**src/rtl/cpr_pkg.sv**
```systemverilog
// Shared state encoding, actuator command codes and default timing for the CPR sequencer.
package cpr_pkg;

    typedef enum logic [2:0] {
        ST_IDLE      = 3'd0,
        ST_COMPRESS  = 3'd1,
        ST_VENTILATE = 3'd2,
        ST_CHECK     = 3'd3,
        ST_DRAIN     = 3'd4
    } cpr_state_t;

    localparam logic CMD_COMPRESS  = 1'b0;
    localparam logic CMD_VENTILATE = 1'b1;

    localparam int DEF_COMPRESSIONS      = 30;
    localparam int DEF_BREATHS           = 2;
    localparam int DEF_COMP_PERIOD_TICKS = 6;
    localparam int DEF_BREATH_TICKS      = 10;
    localparam int DEF_CYCLES_PER_CHECK  = 5;
    localparam int DEF_CHECK_TICKS       = 100;

endpackage

```
**src/rtl/cpr_period_timer.sv**
```systemverilog
// Tick counter that pulses elapsed on the tick that completes a period and then wraps.
module cpr_period_timer #(
    parameter int W = 4
) (
    input  logic         clk,
    input  logic         rst_n,
    input  logic         restart,
    input  logic         tick,
    input  logic [W-1:0] period,
    output logic         elapsed
);

    logic [W-1:0] cnt;

    assign elapsed = tick && (cnt == period - W'(1));

    // restart wins over a coincident tick so a new period always begins at zero
    always_ff @(posedge clk) begin
        if (!rst_n) begin
            cnt <= '0;
        end else if (restart || elapsed) begin
            cnt <= '0;
        end else if (tick) begin
            cnt <= cnt + W'(1);
        end
    end

endmodule

```
**src/rtl/cpr_sequencer.sv**
```systemverilog
// Schedules compression/ventilation commands to a shared actuator, with periodic rhythm-check pauses.
module cpr_sequencer
    import cpr_pkg::*;
#(
    parameter int COMPRESSIONS      = DEF_COMPRESSIONS,
    parameter int BREATHS           = DEF_BREATHS,
    parameter int COMP_PERIOD_TICKS = DEF_COMP_PERIOD_TICKS,
    parameter int BREATH_TICKS      = DEF_BREATH_TICKS,
    parameter int CYCLES_PER_CHECK  = DEF_CYCLES_PER_CHECK,
    parameter int CHECK_TICKS       = DEF_CHECK_TICKS
) (
    input  logic                                  clk,
    input  logic                                  rst_n,
    input  logic                                  tick,
    input  logic                                  cpr_activate,
    input  logic                                  act_ready,
    output logic                                  act_valid,
    output logic                                  act_cmd,
    output logic                                  rhythm_check,
    output logic                                  cpr_busy,
    output logic [$clog2(CYCLES_PER_CHECK+1)-1:0] cycle_count,
    output logic                                  overrun,
    output logic [2:0]                            state_o
);

    localparam int CW   = $clog2(COMPRESSIONS + 1);
    localparam int BW   = $clog2(BREATHS + 1);
    localparam int KW   = $clog2(CYCLES_PER_CHECK + 1);
    localparam int PMAX = (COMP_PERIOD_TICKS > BREATH_TICKS) ? COMP_PERIOD_TICKS : BREATH_TICKS;
    localparam int PW   = $clog2(PMAX + 1);
    localparam int TW   = $clog2(CHECK_TICKS + 1);

    localparam logic [CW-1:0] COMP_N   = CW'(COMPRESSIONS);
    localparam logic [BW-1:0] BREATH_N = BW'(BREATHS);
    localparam logic [KW-1:0] CHECK_N  = KW'(CYCLES_PER_CHECK);

    cpr_state_t    state, state_nxt;
    logic          valid_nxt, cmd_nxt, overrun_nxt;
    logic          pending, pending_nxt;
    logic [CW-1:0] comp_cnt, comp_nxt, comp_inc;
    logic [BW-1:0] breath_cnt, breath_nxt, breath_inc;
    logic [KW-1:0] cycle_nxt;
    logic          accept, blocked, in_phase, fire;
    logic          phase_restart, phase_elapsed, check_restart, check_elapsed;
    logic [PW-1:0] phase_period;

    assign accept     = act_valid & act_ready;
    assign blocked    = act_valid & ~act_ready;
    assign in_phase   = (state == ST_COMPRESS) || (state == ST_VENTILATE);
    assign comp_inc   = comp_cnt + CW'(accept);
    assign breath_inc = breath_cnt + BW'(accept);
    // A period that elapsed behind a stalled command is replayed at the moment that command is taken.
    assign fire       = (phase_elapsed & ~blocked) | (pending & accept);

    assign phase_period  = (state == ST_VENTILATE) ? PW'(BREATH_TICKS) : PW'(COMP_PERIOD_TICKS);
    assign check_restart = (state != ST_CHECK);

    cpr_period_timer #(.W(PW)) u_phase_timer (
        .clk     (clk),
        .rst_n   (rst_n),
        .restart (phase_restart),
        .tick    (tick),
        .period  (phase_period),
        .elapsed (phase_elapsed)
    );

    cpr_period_timer #(.W(TW)) u_check_timer (
        .clk     (clk),
        .rst_n   (rst_n),
        .restart (check_restart),
        .tick    (tick),
        .period  (TW'(CHECK_TICKS)),
        .elapsed (check_elapsed)
    );

    always_comb begin
        state_nxt     = state;
        valid_nxt     = blocked;
        cmd_nxt       = act_cmd;
        comp_nxt      = comp_cnt;
        breath_nxt    = breath_cnt;
        cycle_nxt     = cycle_count;
        overrun_nxt   = overrun;
        pending_nxt   = pending;
        phase_restart = !in_phase;
        case (state)
            ST_IDLE: begin
                if (cpr_activate) begin
                    state_nxt  = ST_COMPRESS;
                    valid_nxt  = 1'b1;
                    cmd_nxt    = CMD_COMPRESS;
                    comp_nxt   = '0;
                    breath_nxt = '0;
                    cycle_nxt  = '0;
                end
            end
            ST_COMPRESS, ST_VENTILATE: begin
                if (!cpr_activate) begin
                    pending_nxt = 1'b0;
                    if (blocked) begin
                        state_nxt = ST_DRAIN;
                    end else begin
                        state_nxt  = ST_IDLE;
                        comp_nxt   = '0;
                        breath_nxt = '0;
                        cycle_nxt  = '0;
                    end
                end else begin
                    if (state == ST_COMPRESS) comp_nxt = comp_inc;
                    else                      breath_nxt = breath_inc;
                    if (phase_elapsed && blocked) begin
                        overrun_nxt = 1'b1;
                        pending_nxt = 1'b1;
                    end
                    if (fire) begin
                        pending_nxt   = 1'b0;
                        phase_restart = 1'b1;
                        valid_nxt     = 1'b1;
                        if (state == ST_COMPRESS) begin
                            if (comp_inc == COMP_N) begin
                                state_nxt  = ST_VENTILATE;
                                cmd_nxt    = CMD_VENTILATE;
                                comp_nxt   = '0;
                                breath_nxt = '0;
                            end else begin
                                cmd_nxt = CMD_COMPRESS;
                            end
                        end else if (breath_inc == BREATH_N) begin
                            breath_nxt = '0;
                            cycle_nxt  = cycle_count + KW'(1);
                            if (cycle_count + KW'(1) == CHECK_N) begin
                                state_nxt = ST_CHECK;
                                valid_nxt = 1'b0;
                            end else begin
                                state_nxt = ST_COMPRESS;
                                cmd_nxt   = CMD_COMPRESS;
                            end
                        end else begin
                            cmd_nxt = CMD_VENTILATE;
                        end
                    end
                end
            end
            ST_CHECK: begin
                if (check_elapsed) begin
                    cycle_nxt = '0;
                    if (cpr_activate) begin
                        state_nxt = ST_COMPRESS;
                        valid_nxt = 1'b1;
                        cmd_nxt   = CMD_COMPRESS;
                        comp_nxt  = '0;
                    end else begin
                        state_nxt = ST_IDLE;
                    end
                end
            end
            ST_DRAIN: begin
                if (accept) begin
                    state_nxt  = ST_IDLE;
                    comp_nxt   = '0;
                    breath_nxt = '0;
                    cycle_nxt  = '0;
                end
            end
            default: begin
                state_nxt = ST_IDLE;
                valid_nxt = 1'b0;
            end
        endcase
    end

    always_ff @(posedge clk) begin
        if (!rst_n) begin
            state       <= ST_IDLE;
            act_valid   <= 1'b0;
            act_cmd     <= 1'b0;
            comp_cnt    <= '0;
            breath_cnt  <= '0;
            cycle_count <= '0;
            overrun     <= 1'b0;
            pending     <= 1'b0;
        end else begin
            state       <= state_nxt;
            act_valid   <= valid_nxt;
            act_cmd     <= cmd_nxt;
            comp_cnt    <= comp_nxt;
            breath_cnt  <= breath_nxt;
            cycle_count <= cycle_nxt;
            overrun     <= overrun_nxt;
            pending     <= pending_nxt;
        end
    end

    assign rhythm_check = (state == ST_CHECK);
    assign cpr_busy     = (state != ST_IDLE);
    assign state_o      = state;

endmodule

```
**config.mk**
```make
export PLATFORM = sky130hd
export DESIGN_NAME = cpr_sequencer
export DESIGN_NICKNAME = d
export VERILOG_FILES = /design/src/rtl/cpr_pkg.sv /design/src/rtl/cpr_period_timer.sv /design/src/rtl/cpr_sequencer.sv
export SDC_FILE = /design/constraint.sdc
export NUM_CORES = 1
export LEC_CHECK = 0
export CORE_ASPECT_RATIO = 1.4
export CORE_UTILIZATION = 30
export CTS_CLUSTER_DIAMETER = 80
export CTS_CLUSTER_SIZE = 14
export DETAILED_ROUTE_END_ITERATION = 8
export SKIP_LAST_GASP = 1
export SYNTH_ARGS = -nofsm -noshare
export SYNTH_HDL_FRONTEND = slang
export SYNTH_SLANG_ARGS = --single-unit
```
**constraint.sdc**
```tcl
create_clock -name clk -period 2.45 [get_ports clk]
set_clock_uncertainty 0.15 [all_clocks]
set_input_delay 0.6125 -clock clk [delete_from_list [all_inputs] [get_ports clk]]
set_output_delay 0.6125 -clock clk [all_outputs]
set_load 0.02 [all_outputs]
```
==> report_table.html, run 1 <==
<table>
<tr><th>Metric</th><th>Value</th></tr>
<tr><th colspan="2">Run status</th></tr>
<tr><td>Outcome</td><td>completed</td></tr>
<tr><th colspan="2">Synth</th></tr>
<tr><td>Count of cell types in the netlist</td><td>60</td></tr>
<tr><td>Share of flip-flops with an asynchronous set or reset after synthesis</td><td>0%</td></tr>
<tr><td>Area fraction of the dominant cell type after synthesis</td><td>30.6%</td></tr>
<tr><td>Cell count after synthesis</td><td>222</td></tr>
<tr><td>Combined area of all synthesized cells</td><td>1830 sq um</td></tr>
<tr><td>Post-Synthesis Net Count</td><td>235</td></tr>
<tr><td>Number of flops mapped to enable cells by yosys</td><td>0</td></tr>
<tr><td>Synth Area per Inst</td><td>8.26 sq um</td></tr>
<tr><td>Cell types with the largest area share after synthesis</td><td>dfxtp_1 (31%), ha_1 (5.5%), nor2_1 (5.3%)</td></tr>
<tr><td>Part of the Yosys area used for sequential elements</td><td>30.6%</td></tr>
<tr><td>Yosys Warn Count</td><td>0</td></tr>
<tr><td>Most used flip-flop cell after synthesis</td><td>dfxtp_1</td></tr>
<tr><td>FF+latch count, synth</td><td>28</td></tr>
<tr><td>Largest area contributor in the netlist</td><td>dfxtp_1</td></tr>
<tr><th colspan="2">Final layout</th></tr>
<tr><td>Design Area, Final</td><td>2470 sq um</td></tr>
<tr><td>Synth-to-layout area growth</td><td>34.9%</td></tr>
<tr><td>Footprint of the multi-input gates</td><td>1180 sq um</td></tr>
<tr><td>Most used cells in the layout excluding fill and tap cells</td><td>buf_4 (51), nor2_1 (26), dfxtp_1 (26)</td></tr>
<tr><td>Net count of the finished layout</td><td>295</td></tr>
<tr><td>Register Area</td><td>563 sq um</td></tr>
<tr><td>Count of antenna diodes in the layout</td><td>0</td></tr>
<tr><td>Most common cell after layout, fill and taps aside</td><td>buf_4</td></tr>
<tr><td>Layout cell share with drive strength beyond 1</td><td>26.0%</td></tr>
<tr><td>Number of filler instances in the final layout</td><td>607</td></tr>
<tr><th colspan="2">Power</th></tr>
<tr><td>Sequential group share of total power</td><td>32.1%</td></tr>
<tr><td>Clock network fraction of design power</td><td>24.3%</td></tr>
<tr><td>Proportion of total power due to net switching</td><td>34.5%</td></tr>
<tr><td>Net Switching</td><td>0.542 mW</td></tr>
<tr><td>Internal power component</td><td>1.03 mW</td></tr>
<tr><td>Combinational Power Share</td><td>43.6%</td></tr>
<tr><td>Power density over cell area</td><td>635 nW/um^2</td></tr>
<tr><td>Overall power consumption</td><td>1.57 mW</td></tr>
<tr><td>Worst IR Drop VDD</td><td>310 uV</td></tr>
<tr><td>P_leak</td><td>0.994 nW</td></tr>
<tr><th colspan="2">Detailed routing</th></tr>
<tr><td>Detailed-route DRC error count</td><td>0</td></tr>
<tr><td>Post-DRT Antenna Nets</td><td>0</td></tr>
<tr><td>Total Routed Length</td><td>4880 um</td></tr>
<tr><td>Initial detailed-routing violation count</td><td>72</td></tr>
<tr><td>DR vias/cell</td><td>5.11</td></tr>
<tr><td>Via count of the routed design</td><td>1794</td></tr>
<tr><td>Detailed-routing iteration count for the pre-antenna-repair pass</td><td>4</td></tr>
<tr><td>Wire length per cell after detailed routing</td><td>13.9 um</td></tr>
<tr><th colspan="2">STA</th></tr>
<tr><td>Worst rel slew slack</td><td>69.6%</td></tr>
<tr><td>RSZ-0062 raised after global routing</td><td>true</td></tr>
<tr><td>Final count of negative-setup-slack endpoints</td><td>0</td></tr>
<tr><td>FMAX</td><td>417 MHz</td></tr>
<tr><td>Count of endpoints failing hold in the final timing report</td><td>0</td></tr>
<tr><td>Worst Max-Slew Pin Slew</td><td>0.454 ns</td></tr>
<tr><td>Final critical delay including setup and external delays</td><td>2.40 ns</td></tr>
<tr><td>Total count of max-transition violations in the final report</td><td>0</td></tr>
<tr><td>Period utilization</td><td>97.9%</td></tr>
<tr><td>Setup total negative slack</td><td>0 ns</td></tr>
<tr><th colspan="2">CTS</th></tr>
<tr><td>Clock transition at the registers of the reported paths</td><td>0.10 ns</td></tr>
<tr><td>Master cell of the clock root buffer</td><td>clkbuf_8</td></tr>
<tr><td>CTS tree</td><td>done</td></tr>
<tr><td>Number of hold buffers added after cts</td><td>0</td></tr>
<tr><td>Number of buffers on the longest clock path</td><td>2</td></tr>
<tr><td>H-tree levels</td><td>1</td></tr>
<tr><td>Clock Latency Late Sink</td><td>0.29 ns</td></tr>
<tr><td>Clk sink count</td><td>28</td></tr>
<tr><td>Total CTS buffers</td><td>3</td></tr>
<tr><th colspan="2">Place</th></tr>
<tr><td>Number of buffer cells added on primary ports</td><td>15</td></tr>
<tr><td>Area of placed instances</td><td>2370 sq um</td></tr>
<tr><td>Detailed Place HPWL</td><td>3870 um</td></tr>
<tr><td>Final RePlAce weighted congestion</td><td>0.885</td></tr>
<tr><th colspan="2">Global route</th></tr>
<tr><td>Overall track demand over capacity in global routing</td><td>17.0%</td></tr>
<tr><td>Wire length of the first global-routing pass</td><td>8310 um</td></tr>
<tr><td>Grt ovf</td><td>0</td></tr>
<tr><td>Maximum number of pins on one net before global-route repair</td><td>17</td></tr>
<tr><td>Number of antenna violations at the first check in global routing</td><td>0</td></tr>
<tr><td>Number of global-route vias before repair</td><td>1827</td></tr>
<tr><th colspan="2">Setup path</th></tr>
<tr><td>Kind of launch point of the worst setup path</td><td>flop</td></tr>
<tr><td>Maximum fanout encountered on the critical timing path</td><td>13</td></tr>
<tr><td>Worst EP arrival</td><td>1.64 ns</td></tr>
<tr><td>Endpoint class of the critical path</td><td>primary output</td></tr>
<tr><td>WS Path Type</td><td>flop to primary output</td></tr>
<tr><td>Crit path required time</td><td>1.69 ns</td></tr>
<tr><th colspan="2">Die</th></tr>
<tr><td>Core Footprint</td><td>5860 sq um</td></tr>
<tr><td>Die H</td><td>94.5 um</td></tr>
<tr><td>Row count</td><td>33</td></tr>
<tr><td>Die extent in x</td><td>68.1 um</td></tr>
<tr><td>Initial core utilization</td><td>31.3%</td></tr>
<tr><td>Number of ports placed on the die boundary</td><td>16</td></tr>
<tr><td>Die footprint</td><td>6430 sq um</td></tr>
<tr><th colspan="2">Run</th></tr>
<tr><td>Maximum capacitance violations</td><td>0</td></tr>
<tr><th colspan="2">Worst hold path</th></tr>
<tr><td>Hold Path Class</td><td>flop to flop</td></tr>
</table>
[cell families (layout without fill, tap and decap cells)]
logic type                 Yosys count  count (layout)  share of synthesized area (%)
DFF                                 28              28                           30.6
and+or+nand+nor                     92              92                           27.1
muxes                                5               5                           3.48
AOI/OAI and AO/OA                   51              51                           19.8
xor gates and xnor gates            17              17                           8.12
buffers and inverters               21              80                           5.46
adders and majority gates            8               8                           5.46
[timing repair]
action,in CTS,in global routing
setup buffers,1,2
cloned,0,0
endpoints found under the setup margin,13,12
pin swaps,5,5
resized for setup,4,4
[cell type report]
class                   count  area share [%]
well taps                  70            3.54
clock buffers               3            1.67
inverters                  10            1.52
clock inverters             1            1.21
multi-input cells         173            47.7
flip-flops and latches     28            22.8
repair buffers             66            21.5
[synth_stat cells, types with 4 or more instances]
| cell | number |
|---|---|
| xor2_1 | 7 |
| nand3_1 | 7 |
| nand4_1 | 4 |
| a21oi_1 | 8 |
| inv_1 | 10 |
| nor3_1 | 4 |
| nor2_1 | 26 |
| xnor2_1 | 10 |
| ha_1 | 8 |
| clkbuf_1 | 5 |
| dfxtp_1 | 28 |
| o21ai_0 | 11 |
| nand2_1 | 23 |
[power groups by stage]
| stage | Combinational, mW | Sequential (mW) | Clock (mW) |
|---|---|---|---|
| 2_1_floorplan | 0.378 | 0.519 | 0 |
| 4_1_cts | 0.671 | 0.503 | 0.392 |
| 5_1_grt | 0.746 | 0.508 | 0.404 |
| 6_report | 0.684 | 0.504 | 0.382 |
| 3_3_place_gp | 0.671 | 0.514 | 0 |
| 3_5_place_dp | 0.676 | 0.512 | 0 |
[per-stage QoR]
step	hold WS, ns	utilization [%]	setup WS (ns)	std cells
4_1_cts	0.338	41.8	0.00675	349
5_1_grt	0.356	42.2	-0.0168	351
3_3_place_gp	0.307	40.4	-0.455	344
6_report	0.328	42.2	0.0521	351
2_1_floorplan	0.306	-	0.0318	222
3_5_place_dp	0.319	40.4	-0.481	344
[per-layer routing]
metal  wire length, um  track usage (%)  vias to the layer above
met5                 0                0                        -
met4               131             7.29                        0
met3               124             1.93                       12
met2              2550             30.7                       37
met1              2070             19.3                      832
li1                  -                -                      913
[flip-flops by register name, indices dropped and copies added, names as in the netlist]
name	cells
cycle_count	3
comp_cnt	5
breath_cnt	2
state_o	3
u_check_timer.cnt	7
u_phase_timer.cnt	4
act_valid	1
pending	1
overrun	1
act_cmd	1
[worst max-delay path, cell delays in order, from the launching register on]
cell	delay, ns
dfxtp_2	0.42
and3b_1	0.31
clkdlybuf4s50_1	0.62
[final timing paths]
| check | from | to | slack (ns) | cells after the start |
|---|---|---|---|---|
| worst max-delay path | state_o[2]$_SDFFE_PN0P_ | rhythm_check | 0.05 | 2 |
| worst min-delay path | act_cmd$_SDFFE_PN0P_ | act_cmd$_SDFFE_PN0P_ | 0.33 | 2 |
| worst max register to register | state_o[0]$_SDFFE_PN0P_ | state_o[0]$_SDFFE_PN0P_ | 0.26 | 7 |
| worst min register to register | act_cmd$_SDFFE_PN0P_ | act_cmd$_SDFFE_PN0P_ | 0.33 | 2 |
Power figures use the tool's default switching activity.
==> run 2, diff against run 1 <==
Settings changed: SLEW_MARGIN set to 20.
==> results of run 2 <==
Final layout, timing and power as in run 1 (identical DEF).
==> run 3, diff against run 2 <==
Settings changed: PLACE_DENSITY_LB_ADDON set to 0.12, REMOVE_ABC_BUFFERS set to 1, SLEW_MARGIN 20 to unset.
==> report_table.html, run 3 (synthesis results as in run 1) <==
<table>
<tr><th>Metric</th><th>Value</th></tr>
<tr><th colspan="2">Die</th></tr>
<tr><td>Die footprint</td><td>6430 sq um (unchanged)</td></tr>
<tr><td>Row count</td><td>33 (unchanged)</td></tr>
<tr><td>Die extent in x</td><td>68.1 um (unchanged)</td></tr>
<tr><td>Initial core utilization</td><td>31.3% (unchanged)</td></tr>
<tr><td>Die H</td><td>94.5 um (unchanged)</td></tr>
<tr><td>Number of ports placed on the die boundary</td><td>16 (unchanged)</td></tr>
<tr><td>Core Footprint</td><td>5860 sq um (unchanged)</td></tr>
<tr><th colspan="2">Setup path</th></tr>
<tr><td>Top cell by count, worst path</td><td>ha_4</td></tr>
<tr><td>Crit path max-delay family</td><td>adder cells (was buffers and inverters)</td></tr>
<tr><td>Worst EP arrival</td><td>2.38 ns (was 1.64 ns)</td></tr>
<tr><td>Critical Path Slowest Stage Cell</td><td>a211o_1 (was clkdlybuf4s50_1)</td></tr>
<tr><td>Crit path required time</td><td>2.49 ns (was 1.69 ns)</td></tr>
<tr><td>Cells along the critical path</td><td>dlygate4sd2_1 &gt; nand2_2 &gt; inv_2 &gt; ha_4 &gt; ha_4 &gt; nand3b_1 &gt; nor2_1 &gt; nand2_1 &gt; a211o_1 &gt; mux2_1 (was and3b_1 &gt; clkdlybuf4s50_1)</td></tr>
<tr><td>Endpoint class of the critical path</td><td>flop (was primary output)</td></tr>
<tr><td>Total buffers and inverters traversed by the critical path</td><td>2 (was 1)</td></tr>
<tr><td>Maximum fanout encountered on the critical timing path</td><td>2 (was 13)</td></tr>
<tr><td>CP peak stage delay</td><td>0.31 ns (was 0.62 ns)</td></tr>
<tr><td>WS Path Type</td><td>primary input to flop (was flop to primary output)</td></tr>
<tr><td>Kind of launch point of the worst setup path</td><td>primary input (was flop)</td></tr>
<tr><th colspan="2">Detailed routing</th></tr>
<tr><td>Via count of the routed design</td><td>1810 (was 1794)</td></tr>
<tr><td>Total Routed Length</td><td>5370 um (was 4880 um)</td></tr>
<tr><td>Wire length per cell after detailed routing</td><td>15.4 um (was 13.9 um)</td></tr>
<tr><td>Detailed-route DRC error count</td><td>0 (unchanged)</td></tr>
<tr><td>Detailed-routing iteration count for the pre-antenna-repair pass</td><td>6 (was 4)</td></tr>
<tr><td>DR vias/cell</td><td>5.20 (was 5.11)</td></tr>
<tr><td>Initial detailed-routing violation count</td><td>75 (was 72)</td></tr>
<tr><td>Post-DRT Antenna Nets</td><td>0 (unchanged)</td></tr>
<tr><th colspan="2">Global route</th></tr>
<tr><td>Overall track demand over capacity in global routing</td><td>18.5% (was 17.0%)</td></tr>
<tr><td>Number of global-route vias before repair</td><td>1801 (was 1827)</td></tr>
<tr><td>Number of antenna violations at the first check in global routing</td><td>0 (unchanged)</td></tr>
<tr><td>Grt ovf</td><td>0 (unchanged)</td></tr>
<tr><td>Maximum number of pins on one net before global-route repair</td><td>20 (was 17)</td></tr>
<tr><td>Wire length of the first global-routing pass</td><td>8870 um (was 8310 um)</td></tr>
<tr><th colspan="2">Final layout</th></tr>
<tr><td>Layout cell share with drive strength beyond 1</td><td>25.5% (was 26.0%)</td></tr>
<tr><td>Number of filler instances in the final layout</td><td>623 (was 607)</td></tr>
<tr><td>Post-layout instance count excluding filler cells</td><td>348 (was 351)</td></tr>
<tr><td>Net count of the finished layout</td><td>292 (was 295)</td></tr>
<tr><td>Largest register FFs</td><td>7 (unchanged)</td></tr>
<tr><td>Synth-to-layout area growth</td><td>34.5% (was 34.9%)</td></tr>
<tr><td>Largest registers in the final layout</td><td>u_check_timer.cnt: 7 flops, comp_cnt: 5 flops, u_phase_timer.cnt: 4 flops (unchanged)</td></tr>
<tr><td>Count of antenna diodes in the layout</td><td>0 (unchanged)</td></tr>
<tr><td>Most common cell after layout, fill and taps aside</td><td>buf_4 (unchanged)</td></tr>
<tr><td>Register Area</td><td>562 sq um (was 563 sq um)</td></tr>
<tr><td>Top register by number of flip-flops</td><td>u_check_timer.cnt (unchanged)</td></tr>
<tr><td>Most used cells in the layout excluding fill and tap cells</td><td>buf_4 (48), dfxtp_1 (27), nor2_1 (26) (was buf_4 (51), nor2_1 (26), dfxtp_1 (26))</td></tr>
<tr><td>Footprint of the multi-input gates</td><td>1200 sq um (was 1180 sq um)</td></tr>
<tr><th colspan="2">STA</th></tr>
<tr><td>Setup total negative slack</td><td>0 ns (unchanged)</td></tr>
<tr><td>Count of endpoints failing hold in the final timing report</td><td>0 (unchanged)</td></tr>
<tr><td>Final count of negative-setup-slack endpoints</td><td>0 (unchanged)</td></tr>
<tr><td>Worst rel slew slack</td><td>70.4% (was 69.6%)</td></tr>
<tr><td>Total count of max-transition violations in the final report</td><td>0 (unchanged)</td></tr>
<tr><td>Period utilization</td><td>95.4% (was 97.9%)</td></tr>
<tr><td>Worst Max-Slew Pin Slew</td><td>0.442 ns (was 0.454 ns)</td></tr>
<tr><td>Final critical delay including setup and external delays</td><td>2.34 ns (was 2.40 ns)</td></tr>
<tr><td>RSZ-0062 raised after global routing</td><td>false (was true)</td></tr>
<tr><td>FMAX</td><td>428 MHz (was 417 MHz)</td></tr>
<tr><th colspan="2">Place</th></tr>
<tr><td>Number of buffer cells added on primary ports</td><td>15 (unchanged)</td></tr>
<tr><td>Final RePlAce weighted congestion</td><td>0.835 (was 0.885)</td></tr>
<tr><td>Detailed Place HPWL</td><td>4140 um (was 3870 um)</td></tr>
<tr><td>Cell count after placement</td><td>343 (was 344)</td></tr>
<tr><th colspan="2">Worst hold path</th></tr>
<tr><td>Hold Path Class</td><td>flop to flop (unchanged)</td></tr>
<tr><th colspan="2">Run</th></tr>
<tr><td>Maximum capacitance violations</td><td>0 (unchanged)</td></tr>
<tr><th colspan="2">CTS</th></tr>
<tr><td>Total CTS buffers</td><td>3 (unchanged)</td></tr>
<tr><td>CTS tree</td><td>done (unchanged)</td></tr>
<tr><td>Clock Latency Late Sink</td><td>0.29 ns (about the same)</td></tr>
<tr><td>Number of buffers on the longest clock path</td><td>2 (unchanged)</td></tr>
<tr><td>Master cell of the clock root buffer</td><td>clkbuf_8 (unchanged)</td></tr>
<tr><td>Number of hold buffers added after cts</td><td>0 (unchanged)</td></tr>
<tr><td>Clock transition at the registers of the reported paths</td><td>0.11 ns (was 0.10 ns)</td></tr>
<tr><td>Clk sink count</td><td>28 (unchanged)</td></tr>
<tr><td>H-tree levels</td><td>1 (unchanged)</td></tr>
<tr><th colspan="2">Power</th></tr>
<tr><td>Power density over cell area</td><td>617 nW/um^2 (was 635 nW/um^2)</td></tr>
<tr><td>Worst IR Drop VDD</td><td>283 uV (was 310 uV)</td></tr>
<tr><td>P_leak</td><td>1.02 nW (was 0.994 nW)</td></tr>
<tr><th colspan="2">Run status</th></tr>
<tr><td>Outcome</td><td>completed (unchanged)</td></tr>
</table>
run 3: cell count changes in the layout (fill, tap and decap cells not counted), moves of 2 or more:
cell / delta
dlymetal6s2s_1: +3
ha_4: +2
clkdlybuf4s50_1: -3
buf_4: -3
run 3: tightest hold or removal path, delay by kind of cell, from the launching register on:
family	cells	cell delay [ns]
flops	1	0.33
simple gates	1	0.05
mux	1	0.05
run 3: worst paths after layout:
check	startpoint	endpoint	slack, ns	cells past startpoint
worst max-delay path	act_ready	state_o[0]$_SDFFE_PN0P_	0.11	10
worst min-delay path	act_cmd$_SDFFE_PN0P_	act_cmd$_SDFFE_PN0P_	0.32	2
worst max register to register	state_o[0]$_SDFFE_PN0P_	cycle_count[2]$_SDFFE_PN0P_	0.24	5
worst min register to register	act_cmd$_SDFFE_PN0P_	act_cmd$_SDFFE_PN0P_	0.32	2
run 3: metrics by stage:
stage / total power [mW] / hold slack (ns) / cell area (sq um) / setup slack [ns] / utilization, %
CTS: 1.52 / 0.324 / 2420 / 0.0141 / 41.4
global placement: 1.21 / 0.297 / 2360 / -0.502 / 40.3
finish: 1.52 / 0.322 / 2460 / 0.112 / 42.0
global route: 1.60 / 0.356 / 2460 / 0.00236 / 42.0
floorplan: 0.855 / 0.306 / 1770 / 0.0239 / -
detailed placement: 1.21 / 0.308 / 2360 / -0.530 / 40.3
run 3: layout make-up:
class / count / share of cell area (%)
Clock buffer: 4 / 2.23
Inverter: 10 / 1.52
Multi-Input combinational cell: 173 / 48.9
Sequential cell: 28 / 22.8
Tap cell: 70 / 3.55
Timing Repair Buffer: 63 / 21.0
run 3: timing repair:
item                       CTS  global route
setup endpoints to repair   16            11
buffers inserted             1             0
pin swaps                    4             3
resized for setup            4             9
run 3: routing by layer:
metal	vias to the layer above	wire [um]	share of wire (%)	GRT usage [%]
met5	-	0	0	0
met4	0	96	1.8	7.12
met3	10	130	2.4	1.57
met2	34	2790	52	32.9
met1	859	2350	44	22.3
li1	907	-	-	-
run 3: power breakdown:
part / switching (mW) / total (mW) / internal (mW)
logic: 0.357 / 0.693 / 0.336
registers: 0.0365 / 0.514 / 0.477
clock network: 0.171 / 0.315 / 0.145
total: 0.564 / 1.52 / 0.957
